File: config.mk
export PLATFORM = sky130hd
export DESIGN_NAME = fft_uart_scheduler
export DESIGN_NICKNAME = d
export VERILOG_FILES = /design/src/rtl/fft_uart_scheduler_pkg.sv /design/src/rtl/fft_uart_scheduler_buffer.sv /design/src/rtl/fft_uart_scheduler.sv
export SDC_FILE = /design/constraint.sdc
export NUM_CORES = 2
export LEC_CHECK = 0
export ABC_AREA = 1
export CAP_MARGIN = 15
export CORE_MARGIN = 4
export CORE_UTILIZATION = 55
export CTS_CLUSTER_DIAMETER = 40
export CTS_CLUSTER_SIZE = 30
export DETAILED_ROUTE_END_ITERATION = 10
export PLACE_DENSITY = 0.71
export SYNTH_ARGS = -nofsm -noshare
export SYNTH_HDL_FRONTEND = slang
export SYNTH_HIERARCHICAL = 1
export SYNTH_SLANG_ARGS = --single-unit
File: constraint.sdc
create_clock -name sys_clock -period 5.5 [get_ports sys_clock]
set_clock_uncertainty 0.2 [all_clocks]
set_input_delay 1.1 -clock sys_clock [delete_from_list [all_inputs] [get_ports sys_clock]]
set_output_delay 1.1 -clock sys_clock [all_outputs]
set_load 0.02 [all_outputs]
File: src/rtl/fft_uart_scheduler_pkg.sv
// Shared constants for the FFT-to-UART frame scheduler: sync bytes, FSM encodings, helpers.
package fft_uart_scheduler_pkg;

    localparam int unsigned BYTE_W = 8;
    localparam int unsigned WORD_W = 24;

    localparam logic [BYTE_W-1:0] SYNC0_DEF = 8'hA5;
    localparam logic [BYTE_W-1:0] SYNC1_DEF = 8'h5A;

    localparam logic [0:0] C_WAIT_SYNC = 1'b0;
    localparam logic [0:0] C_FILL      = 1'b1;

    localparam logic [2:0] T_IDLE = 3'd0;
    localparam logic [2:0] T_HDR0 = 3'd1;
    localparam logic [2:0] T_HDR1 = 3'd2;
    localparam logic [2:0] T_SEQ  = 3'd3;
    localparam logic [2:0] T_DATA = 3'd4;
    localparam logic [2:0] T_CSUM = 3'd5;

    // Saturating 8-bit increment for the event counters.
    function automatic logic [BYTE_W-1:0] sat_inc(input logic [BYTE_W-1:0] v);
        return (v == 8'hFF) ? v : v + 8'd1;
    endfunction

endpackage

File: src/rtl/fft_uart_scheduler_buffer.sv
// Ping-pong frame store: simple dual-port RAM with a registered (1-cycle) read port.
module fft_frame_buffer #(
    parameter int unsigned ADDR_W = 7,
    parameter int unsigned DATA_W = 22
) (
    input  logic              clk,
    input  logic              we,
    input  logic [ADDR_W-1:0] waddr,
    input  logic [DATA_W-1:0] wdata,
    input  logic [ADDR_W-1:0] raddr,
    output logic [DATA_W-1:0] rdata
);

    localparam int unsigned DEPTH = 1 << ADDR_W;

    logic [DATA_W-1:0] mem [DEPTH];

    always_ff @(posedge clk) begin
        if (we) begin
            mem[waddr] <= wdata;
        end
        rdata <= mem[raddr];
    end

endmodule

File: src/rtl/fft_uart_scheduler.sv
// Captures FFT frames into a ping-pong buffer and streams each one to a UART as
// A5 5A seq data... csum, overlapping capture of the next frame with transmission.
module fft_uart_scheduler
    import fft_uart_scheduler_pkg::*;
#(
    parameter int unsigned FFT_LEN = 64,
    parameter int unsigned DATA_W  = 22,
    parameter logic [7:0]  SYNC0   = SYNC0_DEF,
    parameter logic [7:0]  SYNC1   = SYNC1_DEF
) (
    input  logic              sys_clock,
    input  logic              reset_n,
    input  logic              i_enable,
    input  logic              i_fft_ce,
    input  logic              i_fft_sync,
    input  logic [DATA_W-1:0] i_fft_data,
    output logic              o_tx_wr,
    output logic [7:0]        o_tx_data,
    input  logic              i_tx_busy,
    output logic              o_frame_sent,
    output logic [7:0]        o_drop_count,
    output logic [7:0]        o_resync_count,
    output logic              o_busy
);

    localparam int unsigned IDX_W = $clog2(FFT_LEN);
    localparam logic [IDX_W-1:0] LAST_IDX = IDX_W'(FFT_LEN - 1);

    logic [0:0]        c_state, c_next;
    logic [IDX_W-1:0]  idx, idx_d, widx;
    logic              wr_sel, wr_sel_d, we, drop_inc, resync_inc;
    logic [1:0]        full, full_d, set_full, clr_full;

    logic [2:0]        t_state, t_next;
    logic              tx_wr_d, sent_d, busy_d, load_word, accept;
    logic [7:0]        tx_data_d, csum, csum_d, seq, seq_d;
    logic [15:0]       word_q, word_d;
    logic [IDX_W-1:0]  w, w_d;
    logic [1:0]        b, b_d;
    logic              last, last_d, rd_sel, rd_sel_d;
    logic [DATA_W-1:0] rd_data;
    logic [WORD_W-1:0] rd_word;

    fft_frame_buffer #(
        .ADDR_W(IDX_W + 1),
        .DATA_W(DATA_W)
    ) u_buf (
        .clk  (sys_clock),
        .we   (we),
        .waddr({wr_sel, widx}),
        .wdata(i_fft_data),
        .raddr({rd_sel, w}),
        .rdata(rd_data)
    );

    assign rd_word = WORD_W'(rd_data);
    assign accept  = o_tx_wr & ~i_tx_busy;

    // Capture: fill buffer wr_sel starting at a sync word; restart on an early sync.
    always_comb begin
        c_next     = c_state;
        idx_d      = idx;
        widx       = idx;
        wr_sel_d   = wr_sel;
        we         = 1'b0;
        set_full   = 2'b00;
        drop_inc   = 1'b0;
        resync_inc = 1'b0;
        case (c_state)
            C_WAIT_SYNC: begin
                if (i_fft_ce && i_fft_sync && i_enable) begin
                    if (!full[wr_sel]) begin
                        we     = 1'b1;
                        widx   = '0;
                        idx_d  = IDX_W'(1);
                        c_next = C_FILL;
                    end else begin
                        drop_inc = 1'b1;
                    end
                end
            end
            C_FILL: begin
                if (i_fft_ce) begin
                    we = 1'b1;
                    if (i_fft_sync) begin
                        widx       = '0;
                        idx_d      = IDX_W'(1);
                        resync_inc = 1'b1;
                    end else if (idx == LAST_IDX) begin
                        set_full[wr_sel] = 1'b1;
                        wr_sel_d         = ~wr_sel;
                        idx_d            = '0;
                        c_next           = C_WAIT_SYNC;
                    end else begin
                        idx_d = idx + IDX_W'(1);
                    end
                end
            end
            default: c_next = C_WAIT_SYNC;
        endcase
    end

    // Transmit: word_q holds bytes 1-2 so the next word's read overlaps them.
    always_comb begin
        t_next    = t_state;
        tx_wr_d   = o_tx_wr;
        tx_data_d = o_tx_data;
        csum_d    = csum;
        word_d    = word_q;
        w_d       = w;
        b_d       = b;
        last_d    = last;
        seq_d     = seq;
        rd_sel_d  = rd_sel;
        clr_full  = 2'b00;
        sent_d    = 1'b0;
        load_word = 1'b0;
        case (t_state)
            T_IDLE: begin
                if (full[rd_sel]) begin
                    t_next    = T_HDR0;
                    tx_wr_d   = 1'b1;
                    tx_data_d = SYNC0;
                    csum_d    = '0;
                end
            end
            T_HDR0: if (accept) begin
                t_next    = T_HDR1;
                tx_data_d = SYNC1;
            end
            T_HDR1: if (accept) begin
                t_next    = T_SEQ;
                tx_data_d = seq;
            end
            T_SEQ: if (accept) begin
                t_next    = T_DATA;
                csum_d    = csum + o_tx_data;
                load_word = 1'b1;
            end
            T_DATA: if (accept) begin
                csum_d = csum + o_tx_data;
                case (b)
                    2'd0: begin
                        tx_data_d = word_q[15:8];
                        b_d       = 2'd1;
                    end
                    2'd1: begin
                        tx_data_d = word_q[7:0];
                        b_d       = 2'd2;
                    end
                    default: begin
                        if (last) begin
                            t_next    = T_CSUM;
                            tx_data_d = csum + o_tx_data;
                        end else begin
                            load_word = 1'b1;
                        end
                    end
                endcase
            end
            T_CSUM: if (accept) begin
                t_next           = T_IDLE;
                tx_wr_d          = 1'b0;
                sent_d           = 1'b1;
                clr_full[rd_sel] = 1'b1;
                rd_sel_d         = ~rd_sel;
                seq_d            = seq + 8'd1;
            end
            default: begin
                t_next  = T_IDLE;
                tx_wr_d = 1'b0;
            end
        endcase
        if (load_word) begin
            tx_data_d = rd_word[23:16];
            word_d    = rd_word[15:0];
            w_d       = w + IDX_W'(1);
            last_d    = (w == LAST_IDX);
            b_d       = 2'd0;
        end
        busy_d = (t_next != T_IDLE);
        full_d = (full & ~clr_full) | set_full;
    end

    always_ff @(posedge sys_clock or negedge reset_n) begin
        if (!reset_n) begin
            c_state        <= C_WAIT_SYNC;
            idx            <= '0;
            wr_sel         <= 1'b0;
            full           <= 2'b00;
            t_state        <= T_IDLE;
            o_tx_wr        <= 1'b0;
            o_tx_data      <= '0;
            csum           <= '0;
            word_q         <= '0;
            w              <= '0;
            b              <= '0;
            last           <= 1'b0;
            seq            <= '0;
            rd_sel         <= 1'b0;
            o_frame_sent   <= 1'b0;
            o_busy         <= 1'b0;
            o_drop_count   <= '0;
            o_resync_count <= '0;
        end else begin
            c_state      <= c_next;
            idx          <= idx_d;
            wr_sel       <= wr_sel_d;
            full         <= full_d;
            t_state      <= t_next;
            o_tx_wr      <= tx_wr_d;
            o_tx_data    <= tx_data_d;
            csum         <= csum_d;
            word_q       <= word_d;
            w            <= w_d;
            b            <= b_d;
            last         <= last_d;
            seq          <= seq_d;
            rd_sel       <= rd_sel_d;
            o_frame_sent <= sent_d;
            o_busy       <= busy_d;
            if (drop_inc) begin
                o_drop_count <= sat_inc(o_drop_count);
            end
            if (resync_inc) begin
                o_resync_count <= sat_inc(o_resync_count);
            end
        end
    end

endmodule
After elaboration in Yosys (flattened, before gate mapping)
Memories as Yosys holds them, arrays and structs flattened. A register that Yosys moved wholly into a read port is not among the register bits.
Index checks and enable logic that the tools add are counted.
Storage, ports and cells
  input bits: 28
  output and inout bits: 27
  RAM bits: 2816
  flip-flop bits (word level): 82
  logic and storage cells: 160
  memories kept: 1
Memories
  u_buf.mem: words 128, width 22, rd ports 1, clocked after memory_dff 1, wr ports 1, RTL line fft_uart_scheduler_buffer.sv:16  | logic [DATA_W-1:0] mem [DEPTH];
Operators by class
  eq/ne operators: 21
  order comparisons: 4
  reduce and logical (&&, ||, !) cells: 24
  add/subtract/negate cells: 6
  bitwise operators: 12
  multiplexer cells: 74
Operators with widths (number)
  two-way mux 8 bit: 8
  two-way mux 6 bit: 9
  one-hot mux 8 bit (2 select lines): 2
  one-hot mux 8 bit (4 select lines): 1
  two-way mux 1 bit: 27
  adder 8 x 1 -> 8 bit, second input constant: 3
  two-way mux 3 bit: 8
  one-hot mux 6 bit (2 select lines): 2
  two-way mux 2 bit: 9
  one-hot mux 3 bit (6 select lines): 1
  equality test 8 bit, second input constant: 2
  adder 6 x 1 -> 6 bit, second input constant: 2
  equality test 6 bit, second input constant: 2
  inequality test 3 bit, second input constant: 4
  AND reduction 3 bit: 4
  inequality test 2 bit, second input constant: 5
  adder 8 bit: 1
  inverter 1 bit: 8
  equality test 3 x 2 -> 1 bit, second input constant: 2
  equality test 3 bit, second input constant: 2
  one-hot mux 1 bit (2 select lines): 3
  AND reduction 2 bit: 3
  AND reduction 6 bit: 1
  nonzero test 2 bit: 3
  21 further kinds: 29

Logic depth before layout (Yosys ltp)
  word-level depth: 9
  depth in mapped cells: 13
  depth with buffers taken out: 12

Modules after synthesis
The synthesis kept the hierarchy.
By module, submodules not included
  fft_frame_buffer: times used 1, seq. area each 85001.5 sq um, area an instance 113759.1 sq um, cells each 9266
  fft_uart_scheduler: times used 1, seq. area each 2052.0 sq um, area an instance 4362.9 sq um, cells each 534

Worst setup path after synthesis
OpenSTA, ideal clock, no wires.
  path type: in2reg
  start point: input i_fft_sync
  end point: memory u_buf.mem[111][0] (enable)
  library setup time: 0.401 ns
  path buffers: 1
  arrival time: 3.424 ns
  required time: 4.899 ns
  cell stages on the path: 10
  setup slack: 1.475 ns
  cell sequence: inv_1 -> nor2_1 -> nand4_1 -> inv_1 -> nor3_1 -> inv_1 -> nor3_1 -> nand2_1 -> clkbuf_1 -> nor2_1
Between the ends
  elaborated cells between the ends (all ways): 10
  those cells by class: mux: 8; reduce/logical: 2
RTL lines
  start: declaration: RTL line fft_uart_scheduler.sv:15  | input logic i_fft_sync,
  logical AND 1 bit (2 in series): RTL line fft_uart_scheduler.sv:71  | if (i_fft_ce && i_fft_sync && i_enable) begin
  two-way mux 6 bit: RTL line fft_uart_scheduler.sv:71
  one-hot mux 6 bit (2 select lines) *: RTL line fft_uart_scheduler.sv:69  | case (c_state)
  net widx[1]: RTL line fft_uart_scheduler.sv:30  | logic [IDX_W-1:0] idx, idx_d, widx;
  end: declaration: RTL line fft_uart_scheduler_buffer.sv:16
Mark *: on every way through the listed nets, which the timed path passes. The rest lies on a longest branch.

Worst setup path after layout
  start point: input i_fft_sync
  end point: memory u_buf.mem[91][8] (enable)
Same word-level chain as after synthesis.

==> results.md <==
- In this run the worst setup path begins at i_fft_sync.
- The headroom to the max-slew limit is a little under a fifth.
- The final count of hold timing violations is 0.
- The routed length per instance is about 27 um.
- The CTS tree is yes.
- The count of max-cap constraint violations is 0.
- The global-route usage over all layers is roughly 31%.
- The die covers between 0.2 and 0.25 mm2.
- The path class of the tightest hold or removal check is input pin to async pin.
- The post-detailed-route count of antenna-violating nets is 0.
- Entering global routing, the biggest net connects about 200 pins.
- Setup total negative slack on the finished layout was measured at 0 ps.
- Summed over all layers, the global routing overflow is 0.
- Yosys printed 6 warnings.
- The later pin in the worst-skew pair is clocked with a latency of approximately 980 ps.
- The total clock buffers created by CTS is approximately 390.
- The critical path ends at u_buf/mem[91][8]$_DFFE_PP_.
- The number of vias per cell is just over 6.
- The final wirelength is between 300,000 and 400,000 um.
- The critical path class is input pin to flop.
- In this run the number of H-tree levels came out at 5.
- The maximum clock insertion buffer count is 4.
- The gate count after technology mapping is 9,800.
- Measured in cells, the most critical reg-to-reg path has a length of 10.
- The number of nets handed over by synthesis was slightly below 10,000.
- For this run, the leading register cell type out of synthesis is sky130_fd_sc_hd__edfxtp_1.
- The critical path data arrival time is about 4600 ps.
- The final layout net count is between 9,000 and 10,000.
- The maximum ir drop on the vdd rail is 0.432 mV.
- The detailed router's first-iteration violation count is about 13,000.
- For this design the static power due to leakage is 48.2 nW.
- The standard cell core area is about 0.21 mm2.
- The vertical extent of the die is approximately 470 um.
- At the pin with the least slew margin, the transition time is approximately 1200 ps.
- The number of gates given a new drive strength after cts is 0.
- The clock edge transition at the registers on the reported setup and hold paths is ~60 ps.
- The wire length of the first global-routing pass is between 500,000 and 600,000 um.
- The run finished with clean final reports.
- STA classifies the critical path startpoint as an input pin.
- The count of state elements after synthesis is 2,920.
- The share of the clock period used by the worst path after layout is 77.6%.
- STA puts the critical path data required time at 5800 ps.
- The number of global-route vias before repair is roughly 76,000.
- After floorplanning, the core was divided into 169 placement rows.
- The proportion of synthesized flip-flops having asynchronous set or reset is 2.81%.
- In the layout the commonest cells are sky130_fd_sc_hd__nand2_1 (3,019), sky130_fd_sc_hd__nand3_1 (2,828), sky130_fd_sc_hd__edfxtp_1 (2,816).
- The final weighted congestion in routability-driven placement is around 1.
- The library cell used most frequently in the layout, excluding fill and tap cells, is sky130_fd_sc_hd__nand2_1.
- The worst hold-check slack is roughly 57 ps.
- From left edge to right edge, the die measures about 470 um.
- The wire-length estimate of the detail-placed layout is a little over 200,000 um.
- The setup check on the worst reg-to-reg path leaves a slack of 1290 ps.
- The area added between synthesis and finish is 14.5%.
- The initial utilization of the core area, before any placement, comes to around 55%.
- The peak fanout along the critical path is 22.
- After detailed routing, the number of remaining DRC violations is 0.
- Setup repair after global routing left no endpoint under its margin.
- The I/O pin count is 55.
- The number of iterations in the first detailed-routing pass is 8.
- Dividing total power by cell area gives a power density of ~500 mW/mm2.
- The sequential cell area fraction in the yosys report is approximately three quarters.
- Each instance of the synthesized netlist takes up on average 12.1 um2.
- The total setup buffers inserted after CTS is 0.
- The start of the worst register-to-register path is wr_sel$_DFFE_PN0P_.
- The filler cell count in the final layout is between 15,000 and 20,000.
- STA classifies the critical path endpoint as a flop.
- The number of enable-type register cells in the synthesized netlist is ~2,800.
- Clock tree synthesis selected as its root buffer the cell sky130_fd_sc_hd__clkbuf_16.
- The count of buffers added on input and output ports is 54.
- The clock period minus worst slack is 4270 ps.
- The via count is 80,700.
- The hold-fix buffer count after cts is 0.
- The timing-limited maximum frequency is approximately 230 MHz.
- The final-report setup violation count is 0.
- In this run the cell area of the synthesized design comes to 0.118 mm2.
- The proportion of layout cells with a drive suffix above 1 is between 10 and 15%.
- The number of distinct library cells after synthesis is 44.
- The final-report max-slew violation count is 0.
- In this run the critical register-to-register path is captured at u_buf/mem[91][8]$_DFFE_PP_.
- The clock net in this run drives a total of between 2,000 and 3,000 sinks.
- The initial antenna violation count came to 9.
==> worst min path at each step <==
| stage | end | startpoint | slack [ps] |
|---|---|---|---|
| global route | o_resync_count[7]$_DFFE_PN0P_ | reset_n | 110 |
| CTS | o_resync_count[7]$_DFFE_PN0P_ | reset_n | 50 |
| finish | o_resync_count[7]$_DFFE_PN0P_ | reset_n | 60 |
| global placement | word_q[1]$_DFFE_PN0P_ | u_buf/rdata[1]$_DFF_P_ | 240 |
| detailed placement | word_q[1]$_DFFE_PN0P_ | u_buf/rdata[1]$_DFF_P_ | 230 |
| floorplan | word_q[0]$_DFFE_PN0P_ | u_buf/rdata[0]$_DFF_P_ | 210 |
==> kinds of logic after synthesis <==
group | share of synthesized area [%]
simple gates | 22.4
xor+xnor | 0.230
fa+ha+maj | 0.144
flops | 73.7
compound gates | 0.273
buf+inv | 3.30
==> worst max-delay path, cell delays in order <==
cell                              delay [ps]
sky130_fd_sc_hd__clkdlybuf4s50_1         540
sky130_fd_sc_hd__inv_1                   160
sky130_fd_sc_hd__nor2_1                   70
sky130_fd_sc_hd__nand4_1                 130
sky130_fd_sc_hd__inv_1                   150
sky130_fd_sc_hd__nor3_1                  430
sky130_fd_sc_hd__inv_1                   180
sky130_fd_sc_hd__nor3_1                  290
sky130_fd_sc_hd__nand2_1                 460
sky130_fd_sc_hd__nor2_2                 1030
==> registers in the layout, indices dropped and copies added (netlist names), 2 cells and up <==
| name | flops |
|---|---|
| full | 2 |
| idx | 6 |
| o_tx_data | 8 |
| seq | 8 |
| o_resync_count | 8 |
| w | 6 |
| o_drop_count | 8 |
| u_buf/mem | 2816 |
| csum | 8 |
| u_buf/rdata | 22 |
| b | 2 |
| t_state | 3 |
| word_q | 16 |
==> metal layers <==
layer  share of wire, %  GRT usage (%)
met1                 37           42.6
met2                 45           46.2
met3                 13           7.76
met4                5.1           13.4
met5             0.0086              0
==> cell type report <==
class                      count  area (um2)  area share (%)
antenna                        5        12.5         0.00925
multi-input combinational   6153       27500            20.3
tap                         2821        3530            2.61
inverter                      94         390           0.289
clock inverter               299        3340            2.47
timing repair buffer         349        3340            2.47
clock buffer                 415       10000            7.41
sequential                  2920       87100            64.4
==> metrics by stage <==
stage / cell area [um2] / setup slack (ps) / power (W) / instances / util (%)
after detailed placement: 122000 / 414 / 0.0403 / 12300 / 57.2
after floorplan: 118000 / 1480 / 0.0353 / 9800 / -
after global placement: 122000 / 493 / 0.0401 / 12300 / 57.2
after global routing: 135000 / 1120 / 0.0684 / 13100 / 63.5
final: 135000 / 1230 / 0.0662 / 13100 / 63.5
after CTS: 135000 / 1370 / 0.0658 / 13000 / 63.5
==> where the power goes <==
group          switching [W]  total [W]  internal, W
clock network         0.0101     0.0257       0.0155
registers           0.000467     0.0253       0.0248
logic                 0.0114     0.0152      0.00386
==> synthesized netlist by cell type (2+ instances only) <==
cell	instances	area [um2]
sky130_fd_sc_hd__nand3b_1	2	15.0
sky130_fd_sc_hd__o21ai_0	33	165
sky130_fd_sc_hd__xnor2_1	12	105
sky130_fd_sc_hd__inv_1	83	312
sky130_fd_sc_hd__buf_6	50	563
sky130_fd_sc_hd__dfxtp_1	22	440
sky130_fd_sc_hd__nand3_1	2828	14200
sky130_fd_sc_hd__nand3_2	2	20.0
sky130_fd_sc_hd__buf_1	70	263
sky130_fd_sc_hd__nand2_2	3	18.8
sky130_fd_sc_hd__xor2_1	19	166
sky130_fd_sc_hd__o22ai_1	3	18.8
sky130_fd_sc_hd__nand4_1	5	31.3
sky130_fd_sc_hd__edfxtp_1	2816	84600
sky130_fd_sc_hd__nand2_4	3	33.8
sky130_fd_sc_hd__buf_4	91	683
sky130_fd_sc_hd__nor3_1	19	95.1
sky130_fd_sc_hd__nor2_4	4	45.0
sky130_fd_sc_hd__inv_2	7	26.3
sky130_fd_sc_hd__buf_8	4	60.1
sky130_fd_sc_hd__a21oi_1	10	50.1
sky130_fd_sc_hd__a221oi_1	2	17.5
sky130_fd_sc_hd__ha_1	12	150
sky130_fd_sc_hd__dfrtp_1	82	2050
sky130_fd_sc_hd__nand2_1	3019	11300
sky130_fd_sc_hd__nor2_2	2	12.5
sky130_fd_sc_hd__clkbuf_1	111	417
sky130_fd_sc_hd__buf_2	305	1530
sky130_fd_sc_hd__clkinv_1	3	11.3
sky130_fd_sc_hd__a22oi_1	4	30.0
sky130_fd_sc_hd__nor2_1	161	604
(Power assumes the default switching activity.)
